--- src/rtl/shared_mult_scheduler_if.sv ---
// rtl/shared_mult_scheduler_if.sv - request/operand/result bundle between two cores and the shared multiplier
// Ports (signals):
//   Req0/Req1     level requests, held until the matching Done pulse
//   A0,B0/A1,B1   32-bit operands, valid while the matching Req is high
//   Done0/Done1   one-cycle pulse, Result valid for that core
//   Result        low 32 bits of the last product
//   Busy          multiplier is occupied
//   GrantId       index of the core currently owning the multiplier
interface shared_mult_scheduler_if;
    logic        Req0;
    logic [31:0] A0;
    logic [31:0] B0;
    logic        Req1;
    logic [31:0] A1;
    logic [31:0] B1;
    logic        Done0;
    logic        Done1;
    logic [31:0] Result;
    logic        Busy;
    logic        GrantId;

    modport master (
        output Req0, A0, B0, Req1, A1, B1,
        input  Done0, Done1, Result, Busy, GrantId
    );

    modport slave (
        input  Req0, A0, B0, Req1, A1, B1,
        output Done0, Done1, Result, Busy, GrantId
    );
endinterface

--- src/rtl/shared_mult_scheduler.sv ---
// rtl/shared_mult_scheduler.sv - two-core arbiter in front of one 32-cycle shift-and-add multiplier
// Ports:
//   Clk    rising-edge clock
//   Reset  asynchronous active-high reset
//   bus    slave side of shared_mult_scheduler_if (requests/operands in, Done/Result/Busy/GrantId out)
module shared_mult_scheduler (
    input  logic                    Clk,
    input  logic                    Reset,
    shared_mult_scheduler_if.slave  bus
);

    typedef enum logic [1:0] {
        IDLE = 2'd0,
        CALC = 2'd1,
        DONE = 2'd2
    } state_t;

    state_t      state_q, state_d;
    logic        grant_q, grant_d;
    logic        last_grant_q, last_grant_d;
    logic [31:0] acc_q, acc_d;
    logic [31:0] mcand_q, mcand_d;
    logic [31:0] mplr_q, mplr_d;
    logic [4:0]  count_q, count_d;
    logic [31:0] result_q, result_d;
    logic        done0_q, done0_d;
    logic        done1_q, done1_d;
    logic        pick;

    always_comb begin
        state_d      = state_q;
        grant_d      = grant_q;
        last_grant_d = last_grant_q;
        acc_d        = acc_q;
        mcand_d      = mcand_q;
        mplr_d       = mplr_q;
        count_d      = count_q;
        result_d     = result_q;
        done0_d      = 1'b0;
        done1_d      = 1'b0;
        pick         = 1'b0;

        case (state_q)
            IDLE: begin
                if (bus.Req0 || bus.Req1) begin
                    // A tie goes to whoever did not win last time; a lone
                    // requester wins outright.
                    pick         = (bus.Req0 && bus.Req1) ? ~last_grant_q : bus.Req1;
                    grant_d      = pick;
                    last_grant_d = pick;
                    mcand_d      = pick ? bus.A1 : bus.A0;
                    mplr_d       = pick ? bus.B1 : bus.B0;
                    acc_d        = 32'd0;
                    count_d      = 5'd0;
                    state_d      = CALC;
                end
            end
            CALC: begin
                if (mplr_q[0]) begin
                    acc_d = acc_q + mcand_q;
                end
                mcand_d = mcand_q << 1;
                mplr_d  = mplr_q >> 1;
                count_d = count_q + 5'd1;
                if (count_q == 5'd31) begin
                    // Capture the final sum now so Result and the Done pulse
                    // are both visible during the single DONE cycle.
                    state_d  = DONE;
                    result_d = acc_d;
                    done0_d  = ~grant_q;
                    done1_d  = grant_q;
                end
            end
            DONE: begin
                state_d = IDLE;
            end
            default: begin
                state_d = IDLE;
            end
        endcase
    end

    always_ff @(posedge Clk or posedge Reset) begin
        if (Reset) begin
            state_q      <= IDLE;
            grant_q      <= 1'b0;
            last_grant_q <= 1'b1;
            acc_q        <= 32'd0;
            mcand_q      <= 32'd0;
            mplr_q       <= 32'd0;
            count_q      <= 5'd0;
            result_q     <= 32'd0;
            done0_q      <= 1'b0;
            done1_q      <= 1'b0;
        end else begin
            state_q      <= state_d;
            grant_q      <= grant_d;
            last_grant_q <= last_grant_d;
            acc_q        <= acc_d;
            mcand_q      <= mcand_d;
            mplr_q       <= mplr_d;
            count_q      <= count_d;
            result_q     <= result_d;
            done0_q      <= done0_d;
            done1_q      <= done1_d;
        end
    end

    assign bus.Done0   = done0_q;
    assign bus.Done1   = done1_q;
    assign bus.Result  = result_q;
    assign bus.Busy    = (state_q != IDLE);
    assign bus.GrantId = grant_q;

endmodule

--- src/flat_wrapper.sv ---
// flat-port wrapper written by rule: the top's interface ports become plain ports
module shared_mult_scheduler_flat 
  (Clk, Reset, bus_Req0, bus_A0, bus_B0, bus_Req1, bus_A1, bus_B1, bus_Done0, bus_Done1, bus_Result, bus_Busy, bus_GrantId);
  shared_mult_scheduler_if bus_i ();
  input  logic Clk;
  input  logic Reset;
  input wire logic [$bits(bus_i.Req0)-1:0] bus_Req0;
  input wire logic [$bits(bus_i.A0)-1:0] bus_A0;
  input wire logic [$bits(bus_i.B0)-1:0] bus_B0;
  input wire logic [$bits(bus_i.Req1)-1:0] bus_Req1;
  input wire logic [$bits(bus_i.A1)-1:0] bus_A1;
  input wire logic [$bits(bus_i.B1)-1:0] bus_B1;
  output wire logic [$bits(bus_i.Done0)-1:0] bus_Done0;
  output wire logic [$bits(bus_i.Done1)-1:0] bus_Done1;
  output wire logic [$bits(bus_i.Result)-1:0] bus_Result;
  output wire logic [$bits(bus_i.Busy)-1:0] bus_Busy;
  output wire logic [$bits(bus_i.GrantId)-1:0] bus_GrantId;
  assign bus_i.Req0 = bus_Req0;
  assign bus_i.A0 = bus_A0;
  assign bus_i.B0 = bus_B0;
  assign bus_i.Req1 = bus_Req1;
  assign bus_i.A1 = bus_A1;
  assign bus_i.B1 = bus_B1;
  assign bus_Done0 = bus_i.Done0;
  assign bus_Done1 = bus_i.Done1;
  assign bus_Result = bus_i.Result;
  assign bus_Busy = bus_i.Busy;
  assign bus_GrantId = bus_i.GrantId;
  shared_mult_scheduler u_core (.Clk(Clk), .Reset(Reset), .bus(bus_i));
endmodule
--- config.mk ---
export PLATFORM = sky130hd
export DESIGN_NAME = shared_mult_scheduler_flat
export DESIGN_NICKNAME = d
export VERILOG_FILES = /design/src/rtl/shared_mult_scheduler_if.sv /design/src/rtl/shared_mult_scheduler.sv /design/src/flat_wrapper.sv
export SDC_FILE = /design/constraint.sdc
export NUM_CORES = 1
export LEC_CHECK = 0
export CAP_MARGIN = 30
export CELL_PAD_IN_SITES_DETAIL_PLACEMENT = 2
export CELL_PAD_IN_SITES_GLOBAL_PLACEMENT = 2
export CORE_MARGIN = 10
export CORE_UTILIZATION = 32
export CTS_CLUSTER_SIZE = 20
export DETAILED_ROUTE_END_ITERATION = 10
export PLACE_DENSITY_LB_ADDON = 0.1
export SYNTH_ARGS = -nofsm -noshare
export SYNTH_HDL_FRONTEND = slang
export SYNTH_SLANG_ARGS = --single-unit
--- constraint.sdc ---
create_clock -name Clk -period 5.7 [get_ports Clk]
set_input_delay 1.425 -clock Clk [delete_from_list [all_inputs] [get_ports Clk]]
set_output_delay 1.425 -clock Clk [all_outputs]
set_load 0.01 [all_outputs]
==> results of run 1 <==
==> report_power, final <==
| part | internal, W | total [W] | switching [W] |
|---|---|---|---|
| sequential | 0.00147 | 0.00183 | 0.000364 |
| clock | 0.000703 | 0.00116 | 0.000461 |
| combinational | 0.00157 | 0.00364 | 0.00207 |
| total | 0.00374 | 0.00663 | 0.00289 |
==> worst paths after layout <==
| kind | start | endpoint | slack (ns) | cells after the start |
|---|---|---|---|---|
| max in group asynchronous | Reset | u_core.last_grant_q | 3.25 | 3 |
| worst max register to register | u_core.mcand_q[0] | u_core.bus.Result[28] | 2.32 | 11 |
| worst min-delay path | u_core.bus.Result[10] | u_core.bus.Result[10] | 0.49 | 2 |
| min in group asynchronous | Reset | u_core.bus.Result[2] | 1.48 | 2 |
| worst min register to register | u_core.bus.Result[10] | u_core.bus.Result[10] | 0.49 | 2 |
| worst max-delay path | u_core.mcand_q[0] | u_core.bus.Result[28] | 2.32 | 11 |
==> flip-flops by register name, summed over array words and instances (netlist names) <==
signal / cells
u_core.bus.Done0: 1
u_core.mcand_q: 32
u_core.bus.Done1: 1
u_core.mplr_q: 32
u_core.bus.GrantId: 1
u_core.last_grant_q: 1
u_core.state_q: 2
u_core.bus.Result: 32
u_core.count_q: 5
u_core.acc_q: 32
==> metal layers <==
metal  track usage, %  up-vias  part of all wire [%]
met3             4.83       21                   4.9
met4             4.20        0                   1.2
met1             20.0     3436                    43
met5                0        -                     0
li1                 -     3169                     -
met2             29.3      143                    51
==> synth_stat cells (6+ instances only) <==
library cell / count / area share, %
a21o_1: 18 / 1.7
a21oi_1: 25 / 1.6
a22o_1: 20 / 2.2
a22oi_1: 62 / 5.9
a31oi_1: 6 / 0.48
buf_1: 11 / 0.53
clkbuf_1: 37 / 1.8
dfrtp_1: 138 / 44
ha_1: 33 / 5.3
inv_1: 11 / 0.53
mux2i_1: 89 / 11
nand2_1: 52 / 2.5
nand3_1: 19 / 1.2
nand4_1: 6 / 0.48
nor2_1: 15 / 0.72
o21ai_0: 112 / 7.2
o21ai_1: 13 / 0.83
xnor2_1: 17 / 1.9
xor2_1: 12 / 1.3
==> cell type report <==
type	instances	area, µm²
clock inverter	13	163
timing repair buffer	177	1750
inverter	12	50.0
tap	324	405
clock buffer	19	443
sequential	139	3480
fill	2483	13800
multi-input combinational	568	4130
==> cells in the final DEF (no fill, tap or decap), types with 4 or more instances in the layout <==
| cell type | synthesis | final |
|---|---|---|
| and3_1 | 5 | 5 |
| a22o_1 | 20 | 20 |
| xor2_1 | 12 | 12 |
| nor3b_1 | 5 | 5 |
| a22oi_1 | 62 | 62 |
| ha_1 | 33 | 33 |
| nand4_1 | 6 | 6 |
| nand2b_1 | 5 | 5 |
| inv_1 | 11 | 10 |
| clkbuf_16 | 0 | 17 |
| a21oi_1 | 25 | 25 |
| nand2_1 | 52 | 50 |
| mux2i_1 | 89 | 89 |
| a21o_1 | 18 | 18 |
| xnor2_1 | 17 | 17 |
| nor2_1 | 15 | 13 |
| nand3_1 | 19 | 19 |
| dfrtp_1 | 138 | 137 |
| inv_6 | 0 | 5 |
| clkdlybuf4s50_1 | 0 | 167 |
| o21bai_1 | 5 | 5 |
| nor2b_1 | 5 | 4 |
| o21ai_1 | 13 | 13 |
| o21ai_0 | 112 | 112 |
| a31oi_1 | 6 | 6 |
| buf_4 | 0 | 10 |
==> per-stage QoR <==
stage | instance area [µm²] | worst slack (ns) | util [%] | total power (W)
after floorplan | 7820 | 0.552 | - | 0.00427
after global placement | 9810 | 2.03 | 40.6 | 0.00526
after detailed placement | 9810 | 1.87 | 40.6 | 0.00550
after CTS | 10400 | 2.27 | 43.1 | 0.00673
after global routing | 10400 | 2.14 | 43.1 | 0.00719
final | 10400 | 2.32 | 43.1 | 0.00663
==> critical path, cell delays in order (launching register included) <==
cell	delay [ns]
dfrtp_1	0.41
ha_1	0.26
fa_1	0.47
a211oi_2	0.30
o21ai_1	0.12
a211o_1	0.30
a221o_2	0.45
a2111oi_4	0.34
o31ai_1	0.17
xor2_1	0.20
mux2i_1	0.10
a21oi_1	0.18
==> logic make-up (layout without fill, tap and decap cells) <==
logic type                 Yosys count  count (layout)
muxes                               90              90
buffers and inverters               62             221
adders and majority gates           34              34
DFF                                139             139
AOI/OAI and AO/OA                  290             290
xor gates and xnor gates            29              29
and+or+nand+nor                    125             125
==> impl_metrics.toml, run 1 <==
[run_status]
outcome = "finished clean"

[sta]
slew_violations = 0
fmax_ghz = 0.295
maxSlewHeadroom_pct = 39.8
hold_ws_ns = 0.487
final.setup.tns_ns = 0
tightest_slew_ns = 0.900
hold_viol = 0
post-route-min-period_ns = 3.38
fin_crit_sh_pct = 59.4
finalSetupViolCount = 0
rsz0062_at_grt = "false"
fin_skew_ns = 0.0173

[logic_synthesis]
async_flop_share_pct = 100
synth_warnings = 0
synth-adder-area-share_pct = 5.53
synth.avg_cell_area_um2 = 10.2
synth_edf_count = 0
synth-compound-area-share_pct = 24.3
synthXorXnorAreaFrac_pct = 3.25
synth_seq_cells = 139
synthCells = 769
synth_flop_cell = "dfrtp_1"
synth_cell_types = 63
yosys.area_share.simple_pct = 7.80
syn-cell-area_um2 = 7820
synth_top_family_by_area = "compound AO/OA/AOI/OAI gates"
syn_nets = 935
synthMuxAreaShare_pct = 11.5
synth.yosys.seq_area_share_pct = 44.5

[cells_and_area]
num-nets-final = 1081
drive_gt1_share_pct = 6.79
area_growth_pct = 33.2
fin_cells = 1252
diodes = 0

[clock_tree]
clk_pin_slew_ns = 0.06
clockBufferDepth = 2
clk_root_buffer_cell = "clkbuf_16"
cts.hold.buffers_added = 0
ctsResizeCount = 0
cts_setup_buffers = 0
worstSkewPairLatency_ns = 0.44
cts_tree = "yes"
cts_made_buffers = 17
cts_num_sinks = 139
htree_levels = 4

[min_path]
hp-class = "register to register"

[die]
die_height_um = 176
die_w_um = 176
core_um2 = 24200
rows = 57
initial_core_util_pct = 32.4
dieArea_um2 = 31100
num_io_pins = 168

[route]
drt_iter0_drc = 326
dr.pass1.iters = 4
wl_per_cell_um = 20.9
vias_per_cell = 5.41
routed_wl_um = 26200
via_count = 6769
ant_nets = 0
drc_errors = 0

[global_route]
gr-usage-all-layers_pct = 16.9
grt_pass1_vias = 7819
grt-ovfl-total = 0
grt_antenna_before_repair = 0
grt_max_degree = 76
grt_pass1_wl_um = 42600

[placement]
place_congestion = 0.798
dp.cells = 1220
io_buffers = 167
detailed_place_hpwl_um = 19000

[worst_setup_path]
crit_fanout = 6
cp-start-kind = "register"
cp.required_ns = 6.05
crit_path_end_kind = "register"
arrival_ns = 3.74
criticalPathCategory = "register to register"

[pwr]
ir_worst_vdd_v = 0.000232
power-per-cell-area_nw_per_um2 = 637
p_leak_nw = 4.64

[flow_run]
drv_cap = 0
No activity file was read; power rests on OpenSTA's default activity.
==> run 2: changes to the inputs <==
CORE_UTILIZATION = 29   (was 32)
clock period = 2.88 ns   (was 5.7 ns; I/O delays follow)
==> run 2 against run 1 <==
  * The run now ends with setup timing left
  * Core utilization shrank 2.0 points
  * Global-route usage shrank 0.83 points
  * Combinational power grew 120%
  * Critical path depth grew 1
  * Non-clock buffer count grew 36
  * Largest cell class unchanged
==> impl_metrics.toml, run 2 (synthesis results as in run 1) <==
[worst_setup_path]
crit_path_end_kind = "register"
reg2reg_depth = 12
cp-start-kind = "register"
criticalPathCategory = "register to register"
arrival_ns = 3.49
crit_fanout = 4
cp.required_ns = 3.25

[route]
wl_per_cell_um = 20.8
dr.pass1.iters = 4
drt_iter0_drc = 301
routed_wl_um = 27200
ant_nets = 0
via_count = 6860
drc_errors = 0
vias_per_cell = 5.26

[clock_tree]
cts.hold.buffers_added = 0
clk_root_buffer_cell = "clkbuf_16"
worstSkewPairLatency_ns = 0.43
cts_num_sinks = 139
clockBufferDepth = 2
htree_levels = 4
cts_made_buffers = 17
cts_tree = "yes"
clk_pin_slew_ns = 0.07

[placement]
io_buffers = 167
placed_area_um2 = 10100
place_congestion = 0.826
detailed_place_hpwl_um = 19200
pre_cts_ws_ns = -0.270

[global_route]
grt-ovfl-total = 0
gr-usage-all-layers_pct = 16.0
grt_max_degree = 75
grt_pass1_vias = 7891
grt_antenna_before_repair = 0
grt_pass1_wl_um = 43300

[die]
die_w_um = 184
initial_core_util_pct = 29.3
core_um2 = 26700
dieArea_um2 = 33900
rows = 60
die_height_um = 184
num_io_pins = 168

[sta]
fin_skew_ns = 0.00611
fmax_ghz = 0.320
maxSlewHeadroom_pct = 46.8
final.setup.tns_ns = -2.43
tightest_slew_ns = 0.797
post-route-min-period_ns = 3.12
slew_violations = 0
fin_crit_sh_pct = 108
finalSetupViolCount = 15
layout_setup_ws_ns = -0.240
hold_viol = 0
rsz0062_at_grt = "true"

[pwr]
p_leak_nw = 4.88
power-per-cell-area_nw_per_um2 = 1290
power_w = 0.0141
ir_worst_vdd_v = 0.000517

[min_path]
hp-class = "register to register"
worstHoldPathCells = 2

[cells_and_area]
layout_commonest_cell = "clkdlybuf4s50_1"
final_cell_mix = "167 x clkdlybuf4s50_1, 137 x dfrtp_1, 107 x o21ai_0"
drive_gt1_share_pct = 13.1
area_growth_pct = 40.2
final_area_um2 = 11000
diodes = 0
fin_util_pct = 41.0
num-nets-final = 1117

[flow_run]
drv_cap = 0

[run_status]
violations = "setup timing"
outcome = "finished with violations"
run 2: cell count changes in the layout (fill, tap and decap cells not counted), moves of 4 or more:
| cell | change |
|---|---|
| buf_4 | +27 |
| buf_12 | +6 |
| o21ai_0 | -5 |
| clkinv_4 | +4 |
| ha_1 | -4 |
run 2: area by class of cell:
cell class              count  area [µm²]
repair buffers            213        2100
well taps                 341         427
multi-input cells         568        4320
clock inverters            15         165
inverters                  12        48.8
flip-flops and latches    139        3480
fillers                  2819       15800
clock buffers              17         425
run 2: report_power, final:
group / switching (W) / total, W / internal, W
clock: 0.000960 / 0.00225 / 0.00129
sequential: 0.000781 / 0.00368 / 0.00290
combinational: 0.00446 / 0.00817 / 0.00370
run 2: metal layers:
layer  GRT usage (%)  part of all wire (%)  vias up
li1                -                     -     3249
met1            19.4                    43     3476
met2            27.7                    51      116
met3            4.33                   4.5       19
met4            3.54                   1.0        0
met5               0                     0        -
run 2: final timing paths:
check | from | slack [ns] | to
hold / removal | u_core.bus.Result[13] | 0.48 | u_core.bus.Result[13]
hold reg to reg | u_core.bus.Result[13] | 0.48 | u_core.bus.Result[13]
setup / recovery | u_core.acc_q[0] | -0.24 | u_core.bus.Result[18]
setup reg to reg | u_core.acc_q[0] | -0.24 | u_core.bus.Result[18]
min in group asynchronous | Reset | 0.75 | u_core.mcand_q[4]
max in group asynchronous | Reset | 1.73 | u_core.mplr_q[0]
run 2: per-stage QoR:
step,instances,hold WS (ns)
2_1_floorplan,769,0.461
3_3_place_gp,1261,0.462
6_report,1305,0.480
3_5_place_dp,1261,0.472
4_1_cts,1301,0.486
5_1_grt,1305,0.505
run 2: repair_timing:
action / CTS / global route
resized for setup: 16 / 22
buffers inserted: 9 / 4
pin swaps: 19 / 22
setup endpoints to repair: 22 / 27
run 2: critical path, cell delays in order, from the launching register on:
cell and delay, ns:
dfrtp_1 0.39, ha_2 0.20, fa_2 0.37, a211oi_4 0.24, o21ai_1 0.10, a211o_1 0.31
a221o_2 0.45, buf_6 0.15, a31oi_4 0.17, o21bai_1 0.09, a21oi_2 0.21, mux2_4 0.33
nand2_2 0.05
==> run 3: changes to the inputs <==
SETUP_SLACK_MARGIN = 0.3   (was not set)
==> run 3 against run 2 <==
  * Flip-flop and latch count is the same
  * Combinational power grew 10%
  * Hold slack gained 0.0010 ns
  * Fmax shrank 2.1%
  * First-iteration DRC count grew 13%
  * Critical path depth is the same
  * Clock skew grew 0.0045 ns
  * Core utilization grew 1.4 points
  * Via count grew 1.0%
  * Global-route usage grew 0.087 points
  * The flow still finishes with violations (setup timing)
  * Power grew 6.7%
  * Clock-buffer cell count grew 2
==> impl_metrics.toml, run 3 (synthesis results as in run 1) <==
[pwr]
swShare_pct = 43.5
power-per-cell-area_nw_per_um2 = 1330
p_comb_share_pct = 59.9
seq_power_share_pct = 24.8
p_leak_nw = 4.98
power.switching_w = 0.00655
ir_worst_vdd_v = 0.000509
p_clk_share_pct = 15.3
internal_power_w = 0.00849
power_w = 0.0150

[worst_setup_path]
critical_path_depth = 12
crit_path_top_delay_cell = "a221o_2"
arrival_ns = 3.55
crit_start = "u_core.mcand_q[0]"
cp-start-kind = "register"
cp_num_buf_inv = 1
r2r-start = "u_core.mcand_q[0]"
cp.required_ns = 3.24
cpPeakStageDelay_ns = 0.43
path_delay_family = "compound AO/OA/AOI/OAI gates"
reg2reg_depth = 12
crit_chain = "ha_2 -> fa_2 -> a211oi_4 -> o21ai_1 -> a211o_1 -> a221o_2 -> buf_4 -> a31oi_4 -> o21bai_1 -> a21oi_2 -> mux2_4 -> nand2_2"
criticalPathCategory = "register to register"
crit_fanout = 5
crit_path_end_kind = "register"

[route]
drc_errors = 0
dr.pass1.iters = 4
drt_iter0_drc = 341
ant_nets = 0
routed_wl_um = 27900
wl_per_cell_um = 21.2
vias_per_cell = 5.27
via_count = 6929

[die]
rows = 60
die_w_um = 184
num_io_pins = 168
core_um2 = 26700
initial_core_util_pct = 29.3
die_height_um = 184
dieArea_um2 = 33900

[cells_and_area]
final_cell_mix = "167 x clkdlybuf4s50_1, 137 x dfrtp_1, 94 x o21ai_0"
drive_gt1_share_pct = 16.3
diodes = 0
regArea_um2 = 3480
nFillCells = 2788
area_growth_pct = 44.8
fin_util_pct = 42.4
layout_commonest_cell = "clkdlybuf4s50_1"
multi_input_area_um2 = 4560
num-nets-final = 1128

[global_route]
grt_pass1_wl_um = 43700
grt_antenna_before_repair = 1
gr-usage-all-layers_pct = 16.1
grt_pass1_vias = 8064
grt_max_degree = 76
grt-ovfl-total = 0

[sta]
fin_skew_ns = 0.0106
finalSetupViolCount = 18
fmax_ghz = 0.314
slew_violations = 0
maxSlewHeadroom_pct = 41.7
post-route-min-period_ns = 3.19
fin_crit_sh_pct = 111
layout_setup_ws_ns = -0.309
rsz0062_at_grt = "true"
tightest_slew_ns = 0.875
hold_viol = 0
final.setup.tns_ns = -2.99

[clock_tree]
worstSkewPairLatency_ns = 0.42
cts_made_buffers = 17
cts.hold.buffers_added = 0
clk_pin_slew_ns = 0.06
clockBufferDepth = 2
cts_num_sinks = 139
clk_root_buffer_cell = "clkbuf_16"
cts_tree = "yes"
htree_levels = 4

[min_path]
worstHoldPathCells = 2
hp-class = "register to register"
min-delay-start = "u_core.bus.Result[15]"

[run_status]
violations = "setup timing"
outcome = "finished with violations"

[placement]
place_congestion = 0.825
io_buffers = 167
detailed_place_hpwl_um = 19600

[flow_run]
drv_cap = 0
[run 3: cell types whose count changed in the layout (fill, tap and decap cells not counted), moves of 3 or more]
cell and delta:
o21ai_1 +11, xnor2_2 +3, ha_4 +7, ha_1 -6, buf_6 +7, xnor2_1 -4, o21ai_0 -13, xor2_2 +3
buf_4 +4, xor2_1 -3, clkinv_4 -3
[run 3: worst paths after layout]
kind,to,slack [ns]
max reg2reg,u_core.bus.Result[18],-0.31
max in group asynchronous,u_core.mplr_q[0],1.73
min in group asynchronous,u_core.acc_q[2],0.76
min,u_core.bus.Result[15],0.48
max,u_core.bus.Result[18],-0.31
min reg2reg,u_core.bus.Result[15],0.48
[run 3: timing repair]
action / 4_1_cts / 5_1_grt
resized for setup: 44 / 46
setup endpoints to repair: 39 / 37
pin swaps: 23 / 28
buffers inserted: 13 / 12
[run 3: metrics by stage]
stage	cells	hold WS [ns]	setup WS (ns)	cell area, µm²
5_1_grt	1316	0.520	-0.420	11300
3_3_place_gp	1259	0.465	-0.174	10100
4_1_cts	1304	0.490	-0.200	11000
2_1_floorplan	769	0.461	0.0352	7850
3_5_place_dp	1259	0.475	-0.253	10100
6_report	1316	0.481	-0.309	11300
[run 3: cell type report]
class,count,area share (%)
multi-input cells,568,40.3
flip-flops and latches,139,30.7
repair buffers,224,19.5
clock buffers,19,3.82
well taps,341,3.77
clock inverters,13,1.48
inverters,12,0.431
[run 3: worst register-to-register path, delay by kind of cell (launching register included)]
| family | cells | cell delay (ns) |
|---|---|---|
| compound gates | 7 | 1.56 |
| fa+ha+maj | 2 | 0.60 |
| flops | 1 | 0.40 |
| simple gates | 1 | 0.05 |
| mux | 1 | 0.32 |
| buf+inv | 1 | 0.18 |
[run 3: routing by layer]
metal	vias up	part of all wire [%]	routed length, µm	GRT usage, %
met4	0	0.77	216	3.08
met1	3554	42	11800	19.0
met3	13	4.8	1350	4.10
li1	3258	-	-	-
met2	104	52	14500	28.9
met5	-	0	0	0
[run 3: power groups by stage]
stage | clock, W | combinational (W) | sequential, W
floorplan | 0 | 0.00501 | 0.00349
global placement | 0 | 0.00712 | 0.00366
detailed placement | 0 | 0.00752 | 0.00372
CTS | 0.00234 | 0.00817 | 0.00373
global route | 0.00244 | 0.00989 | 0.00386
finish | 0.00229 | 0.00901 | 0.00374
